$ cat src/rtl/mem_ctrl_pkg.sv
// Shared definitions for the byte-serial memory controller: access sizes,
// controller states and the access-size to byte-count mapping.
package mem_ctrl_pkg;

    typedef enum logic [1:0] {
        MEM_NOP  = 2'b00,
        MEM_BYTE = 2'b01,
        MEM_HALF = 2'b10,
        MEM_WORD = 2'b11
    } mem_sel_e;

    typedef enum logic [1:0] {
        IDLE = 2'b00,
        XFER = 2'b01,
        WAIT = 2'b10,
        DONE = 2'b11
    } state_e;

    // Number of bytes moved for a given access size.
    function automatic logic [2:0] sel_bytes(input logic [1:0] sel);
        case (sel)
            MEM_BYTE: sel_bytes = 3'd1;
            MEM_HALF: sel_bytes = 3'd2;
            default:  sel_bytes = 3'd4;
        endcase
    endfunction

endpackage

$ cat src/rtl/mem_ctrl_load_ext.sv
// Load data sign/zero extension for byte, halfword and word loads.
module load_ext
    import mem_ctrl_pkg::*;
(
    input  logic [31:0] raw,
    input  logic [1:0]  sel,
    input  logic        sgn,
    output logic [31:0] ext
);

    // Replicate the top bit of the loaded quantity, or zero-fill.
    always_comb begin
        ext = raw;
        case (sel)
            MEM_BYTE: ext = sgn ? {{24{raw[7]}}, raw[7:0]}   : {24'h0, raw[7:0]};
            MEM_HALF: ext = sgn ? {{16{raw[15]}}, raw[15:0]} : {16'h0, raw[15:0]};
            default:  ext = raw;
        endcase
    end

endmodule

$ cat src/rtl/mem_ctrl.sv
// Byte-serial memory controller: turns MEM-stage load/store requests into
// little-endian byte accesses on an 8-bit RAM with one-cycle read latency.
module mem_ctrl
    import mem_ctrl_pkg::*;
(
    input  logic        clk,
    input  logic        rst,
    input  logic        req_valid,
    output logic        req_ready,
    input  logic        req_we,
    input  logic [1:0]  req_sel,
    input  logic        req_signed,
    input  logic [31:0] req_addr,
    input  logic [31:0] req_wdata,
    output logic        resp_valid,
    output logic [31:0] resp_data,
    output logic [31:0] ram_a,
    output logic        ram_wr,
    output logic [7:0]  ram_dout,
    input  logic [7:0]  ram_din
);

    state_e      state, state_nx;
    logic        we_q;
    logic [1:0]  sel_q;
    logic        sgn_q;
    logic [31:0] addr_q;
    logic [31:0] wdata_q;
    logic [31:0] buf_q;
    logic [31:0] merged;
    logic [31:0] ext_data;
    logic [31:0] resp_data_q;
    logic [2:0]  idx;
    logic [2:0]  cnt;
    logic        accept;
    logic        last;
    logic [1:0]  lane_prev;
    logic [1:0]  lane_last;

    assign accept    = (state == IDLE) && req_valid && (req_sel != MEM_NOP);
    assign last      = (idx == cnt - 3'd1);
    assign lane_prev = 2'(idx - 3'd1);
    assign lane_last = 2'(cnt - 3'd1);
    assign resp_data = resp_data_q;

    // State register.
    always_ff @(posedge clk) begin
        if (rst) state <= IDLE;
        else     state <= state_nx;
    end

    // Next-state and RAM/handshake outputs; RAM bus is idle-zero outside XFER.
    always_comb begin
        state_nx   = state;
        req_ready  = 1'b0;
        resp_valid = 1'b0;
        ram_a      = '0;
        ram_wr     = 1'b0;
        ram_dout   = '0;
        case (state)
            IDLE: begin
                req_ready = 1'b1;
                if (accept) state_nx = XFER;
            end
            XFER: begin
                ram_a    = addr_q + {29'b0, idx};
                ram_wr   = we_q;
                ram_dout = we_q ? wdata_q[{idx[1:0], 3'b000} +: 8] : '0;
                if (last) state_nx = we_q ? DONE : WAIT;
            end
            WAIT: state_nx = DONE;
            DONE: begin
                resp_valid = 1'b1;
                state_nx   = IDLE;
            end
            default: state_nx = IDLE;
        endcase
    end

    // Buffer with the final read byte folded in, so the extended word can be
    // registered on the WAIT->DONE edge and be visible during DONE.
    always_comb begin
        merged = buf_q;
        merged[{lane_last, 3'b000} +: 8] = ram_din;
    end

    load_ext u_load_ext (
        .raw (merged),
        .sel (sel_q),
        .sgn (sgn_q),
        .ext (ext_data)
    );

    // Request latch, byte index and read-data assembly.
    always_ff @(posedge clk) begin
        if (rst) begin
            we_q        <= 1'b0;
            sel_q       <= '0;
            sgn_q       <= 1'b0;
            addr_q      <= '0;
            wdata_q     <= '0;
            idx         <= '0;
            cnt         <= '0;
            buf_q       <= '0;
            resp_data_q <= '0;
        end else begin
            case (state)
                IDLE: begin
                    if (accept) begin
                        we_q    <= req_we;
                        sel_q   <= req_sel;
                        sgn_q   <= req_signed;
                        addr_q  <= req_addr;
                        wdata_q <= req_wdata;
                        idx     <= '0;
                        cnt     <= sel_bytes(req_sel);
                    end
                end
                XFER: begin
                    idx <= idx + 3'd1;
                    if (!we_q && idx != 3'd0)
                        buf_q[{lane_prev, 3'b000} +: 8] <= ram_din;
                end
                WAIT: begin
                    buf_q       <= merged;
                    resp_data_q <= ext_data;
                end
                default: ;
            endcase
        end
    end

endmodule
$ cat config.mk
export PLATFORM = sky130hd
export DESIGN_NAME = mem_ctrl
export DESIGN_NICKNAME = d
export VERILOG_FILES = /design/src/rtl/mem_ctrl_pkg.sv /design/src/rtl/mem_ctrl_load_ext.sv /design/src/rtl/mem_ctrl.sv
export SDC_FILE = /design/constraint.sdc
export NUM_CORES = 1
export LEC_CHECK = 0
export ABC_CLOCK_PERIOD_IN_PS = 4100
export BUFFER_PORTS_ARGS = -buffer_cell sky130_fd_sc_hd__buf_2
export CORE_MARGIN = 2
export CORE_UTILIZATION = 60
export CTS_BUF_LIST = sky130_fd_sc_hd__clkbuf_8
export CTS_CLUSTER_SIZE = 24
export DETAILED_ROUTE_END_ITERATION = 10
export GPL_ROUTABILITY_DRIVEN = 1
export GPL_TIMING_DRIVEN = 0
export PLACE_DENSITY = 0.88
export SYNTH_ARGS = -nofsm -noshare
export SYNTH_HDL_FRONTEND = slang
export SYNTH_SLANG_ARGS = --single-unit
$ cat constraint.sdc
create_clock -name clk -period 4.1 [get_ports clk]
set_input_delay 0 -clock clk [delete_from_list [all_inputs] [get_ports clk]]
set_output_delay 0 -clock clk [all_outputs]
set_load 0.01 [all_outputs]
* Word level (Yosys, flattened, before mapping)
Index checks and enable logic that the tools add are counted.
** Word-level totals
- Word-level logic and storage cells :: 65
- Bits in registers :: 140
- Output and inout bits :: 75
** Operators by class
- Equal/unequal tests :: 11
- Reductions and logical operators :: 13
- Multiplexer cells :: 20
- $add $sub $neg :: 6
- Shifts and indexed selects :: 5
** Operators with widths (number)
- 32-bit 2-to-1 mux :: 4
- 32-bit case mux with 2 select lines :: 2
- 32-bit bitwise mux :: 2
- 8-bit by 7-bit variable shift with 32-bit output, first input constant :: 2
- 8-bit by 7-bit variable part select with 32-bit output :: 2
- 32-bit by 3-bit adder with 32-bit output :: 1
- 32-bit by 6-bit variable part select with 8-bit output :: 1
- 8-bit 2-to-1 mux :: 2
- 5-bit negation with 7-bit output :: 2
- 3-bit case mux with 2 select lines :: 2
- 2-bit == test, second input constant :: 4
- 2-bit case mux with 4 select lines :: 1
- 2-bit AND reduction :: 4
- 2-bit by 1-bit == test with 1-bit output, second input constant :: 3
- 2-bit != test, second input constant :: 3
- 2-bit nonzero test :: 3
- 1-bit 2-to-1 mux :: 4
- 2-bit 2-to-1 mux :: 2
- 3-bit by 1-bit adder with 3-bit output, second input constant :: 1
- 3-bit == test :: 1
- 1-bit logical AND :: 3
- 3-bit 2-to-1 mux :: 1
- 3-bit nonzero test :: 1
- 3-bit by 1-bit subtractor with 3-bit output, second input constant :: 1
- other kinds (3) :: 3

* Depth between registers and ports, before layout
- Depth after elaboration :: 6
- Gate-level depth with buffers :: 9
- Mapped depth without buffers :: 7

* Modules after synthesis
From an unflattened synthesis, not the netlist that was laid out.
** Unflattened totals
- Cells, all modules :: 932
- Area total of the unflattened synthesis :: 7618.6 µm²
** By module, submodules not included
- mem_ctrl :: times used 1, cells each 870, area each 7238.2 µm²
- load_ext :: times used 1, cells each 62, area each 380.4 µm²

* Worst setup path before layout
Ideal clock, no wire load.
- Path kind :: register to output
- Start point :: register idx[1]
- End point :: output port ram_a[24]
- Arrival time :: 2.530 ns
- Setup slack :: 1.570 ns
- Stages on the path, launching flop included :: 9
- Cells stage by stage :: dfxtp_1 -> clkbuf_1 -> inv_1 -> fa_1 -> nor2b_1 -> clkbuf_1 -> o2111a_1 -> or4b_1 -> a21oi_1
** Between the ends
- Cells in the longest elaborated chain, start to end :: 2
** Ends and longest elaborated chain
- from (decl) :: line mem_ctrl.sv:33 : logic [2:0] idx;
- from (signal assigned) :: line mem_ctrl.sv:120 : idx <= idx + 3'd1;
- 32-bit by 3-bit adder with 32-bit output :: line mem_ctrl.sv:66 : ram_a = addr_q + {29'b0, idx};
- 32-bit 2-to-1 mux :: line mem_ctrl.sv:60 : case (state)
- to (decl) :: line mem_ctrl.sv:17 : output logic [31:0] ram_a,
No other way between the ends.

* Final worst setup path
- Start point :: register idx[1]
- End point :: output port ram_a[22]
The elaborated chain is that of the path after synthesis.

==> impl_results.md <==
- Status: finished, final reports clean
- DR top layer: met4
- Max-Slew Margin vs Limit: 21.60%
- Total clock sinks: 140
- Number of synthesized flops with an enable pin: 0
- Worst-path maximum fanout: 10
- WL met2: 11710 µm
- Async SR Flop Fraction: 0%
- Clk slew on worst S/H paths: 0.09 ns
- Syn nets: 1048
- Final WL: 25090 µm
- Vias in the first global route: 7921
- Die height: 115.8 µm
- Static Leak: 0.003830 µW
- Fin. Hold Viols: 0
- Sw Share: 40.54%
- Core Box Area: 12110 µm²
- N_diodes: 0
- Largest net degree at the start of global routing: 17
- Port Buffers: 152
- Achievable Freq: 262.7 MHz
- Reg area: 2803 µm²
- M1 WL: 9631 µm
- Number of setup violations in the final report: 0
- First-pass GRT wire length: 39960 µm
- Placed insts: 1267
- Pre-antenna DRT Iters: 5
- Dpl ws: 0.9653 ns
- Worst min path class: in -> reg
- Final Critical Period: 3.807 ns
- Worst vdd ir: 446.0 µV
- Post-layout net count: 1296
- Post-Syn Area: 7500 µm²
- Number of cell rows: 40
- Post-synth top area share: 37.37%
- Gate power share: 35.8%
- Initial cell density of the core: 61.92%
- Multi-input logic area: 4228 µm²
- Pwr Total: 4380 µW
- CP Class: reg -> out
- Max-slew violation count: 0
- DRC errors left: 0
- Switching power: 1776 µW
- Final instance count without filler cells: 1376
- Routed length on met3: 2607 µm
- Top post-synthesis cells by area: dfxtp_1 (37%), a21oi_1 (10%), nand2_1 (8.7%)
- Placed cell areas: 8471 µm²
- Worst-Skew Late Latency: 0.47 ns
- GRT Total Usage: 38.38%
- Worst setup margin: 0.2935 ns
- Routability cong.: 0.9828
- Flop-to-flop setup slack: 0.92 ns
- Overflow after GRT: 0
- Setup Buffers After CTS: 0
- Vias per std cell: 6.081
- Cts bufs inserted: 17
- Layout filler cell count: 851
- Synthesis Warnings: 0
- Tcrit/Tclk final: 92.84%
- Max-cap violations: 0
- Layout cell share with drive strength beyond 1: 17.88%
- Synth cell types: 57
- Vias: 8367
- Critical path arrival: 3.81 ns
- Starting DRT DRC Count: 1070
- Total die area: 13410 µm²
- Initial antenna violation count: 0
- Post-synthesis sequential area ratio: 37.37%
- Die Width: 115.8 µm
- Slew @ Worst Pin: 1.167 ns
- Post-synth top area cell: dfxtp_1
- Number of I/O pins: 154
- Critical Path RT: 4.10 ns
- H-tree levels: 4
- Crit. End Element: primary output
- Root Driver: clkbuf_8
- Post-DP HPWL: 16290 µm
- Syn Area/Cell: 7.919 µm²
- Most used DFF post-synth: dfxtp_1
- CTS max path bufs: 2
- Skew final: 0.01108 ns
- Final ANT Viol Nets: 0
- Seq pwr share: 38.8%
- WL per Instance: 18.23 µm
- Layout area overhead: 28.33%
- Cells after Synth: 947
- Design Area, Final: 9624 µm²
- Unrepaired setup endpoints after global routing: false
- #FFs+latches synth: 140
- CTS tree: yes
- Power per cell area: 455.1 nW/µm²
- Clock network power share: 25.4%
- Sum Neg Setup Slack: 0 ns
- Internal power: 2604 µW
- CP Launch Type: flop
worst paths after layout:
path                       startpoint                        to  depth (start not counted)
max reg2reg       idx[1]$_SDFFE_PP0P_     buf_q[4]$_SDFFE_PP0P_                          7
min reg2reg  wdata_q[23]$_SDFFE_PP0P_  wdata_q[23]$_SDFFE_PP0P_                          2
min                         req_valid     state[1]$_SDFFE_PP0P_                          5
max               idx[1]$_SDFFE_PP0P_                 ram_a[22]                          9
repair_timing:
item	CTS	global route
gates resized for setup	0	0
hold endpoints to repair	81	0
hold buffers	77	0
through the flow:
step / hold slack (ns) / utilization (%)
floorplan: 0.1360 / -
global placement: 0.2418 / 69.94
detailed placement: 0.2453 / 69.94
CTS: 0.06700 / 79.46
global route: 0.07932 / 79.46
finish: 0.07393 / 79.46
power groups by stage:
| stage | logic (µW) | clock network [µW] | registers (µW) |
|---|---|---|---|
| after floorplan | 1030 | 0 | 1680 |
| after global placement | 1410 | 0 | 1710 |
| after global routing | 1710 | 1160 | 1720 |
| after detailed placement | 1440 | 0 | 1720 |
| after CTS | 1510 | 1100 | 1690 |
| final | 1570 | 1110 | 1700 |
logic make-up after synthesis:
kind of cell	count (synthesis)	share of synthesized area, %
buf+inv	117	6.256
xor+xnor	12	1.585
flops	140	37.37
compound gates	308	25.73
simple gates	335	22.21
mux	13	3.086
fa+ha+maj	22	3.770
registers in the layout, indices dropped and copies added (netlist names):
name and cells:
addr_q 32, state 2, sgn_q 1, wdata_q 32, idx 3, we_q 1, resp_data 32, sel_q 2
buf_q 32, cnt 3
placed cells by master, fill, tap and decap left out, drive strengths merged, types with 5 or more instances in the layout:
master / Yosys / routed
nor2: 20 / 20
clkinvlp: 0 / 6
ha: 21 / 21
and2: 17 / 17
nand2b: 24 / 24
or4: 6 / 6
dfxtp: 140 / 140
a41o: 8 / 8
a211oi: 26 / 26
a31oi: 9 / 9
o41ai: 5 / 5
clkbuf: 62 / 80
or2: 6 / 6
a22o: 7 / 7
nand3: 8 / 8
dlygate4sd3: 0 / 77
o22ai: 30 / 30
buf: 21 / 173
a22oi: 24 / 24
mux4: 8 / 8
xor2: 11 / 11
o211ai: 6 / 6
inv: 34 / 39
and3: 5 / 5
a21oi: 152 / 152
or3: 6 / 6
nand2: 173 / 173
a311oi: 8 / 8
nor2b: 44 / 44
and4: 6 / 6
o31ai: 8 / 8
o21ai: 10 / 10
final cells by class:
class | count | share of cell area [%]
Clock buffer | 18 | 2.574
Timing Repair Buffer | 229 | 15.91
Buffer | 83 | 3.549
Sequential cell | 140 | 29.12
Tap cell | 168 | 2.184
Inverter | 34 | 1.326
Clock inverter | 14 | 1.404
Multi-Input combinational cell | 690 | 43.93
metal layers:
metal | track usage, % | vias to the layer above
li1 | - | 3856
met5 | 0 | -
met3 | 10.93 | 108
met4 | 18.41 | 0
met1 | 47.82 | 3847
met2 | 61.52 | 556
Yosys cell counts, types with 3 or more instances:
master	instances
mux2i_1	4
o22ai_1	30
mux4_2	8
or3_1	6
or4_1	6
buf_1	8
nand3b_1	3
a21oi_1	152
and2_1	16
nor2b_1	44
nand2_1	173
and4_1	6
xor2_1	11
a311oi_1	8
nand2b_1	24
nand3_1	8
dfxtp_1	140
a31oi_1	9
o211ai_1	6
nor3_1	4
inv_1	34
buf_2	11
nor4_1	4
and3_1	5
clkbuf_1	61
or4b_1	3
nor2_1	20
a211oi_1	26
a41o_1	8
o31ai_1	7
o2111ai_1	4
o41ai_1	5
o21ai_0	10
ha_1	21
a22oi_1	24
a22o_1	7
or2_2	6
critical path, stage by stage, from the launching register on:
cell and delay, ns:
dfxtp_1 0.45, clkbuf_1 0.51, inv_1 0.27, fa_1 0.46, nor2b_1 0.12, clkbuf_1 0.38, o211ai_1 0.36, o311ai_0 0.44
o41ai_1 0.17, buf_2 0.17
Note: power is estimated with default switching activity, not from simulation.
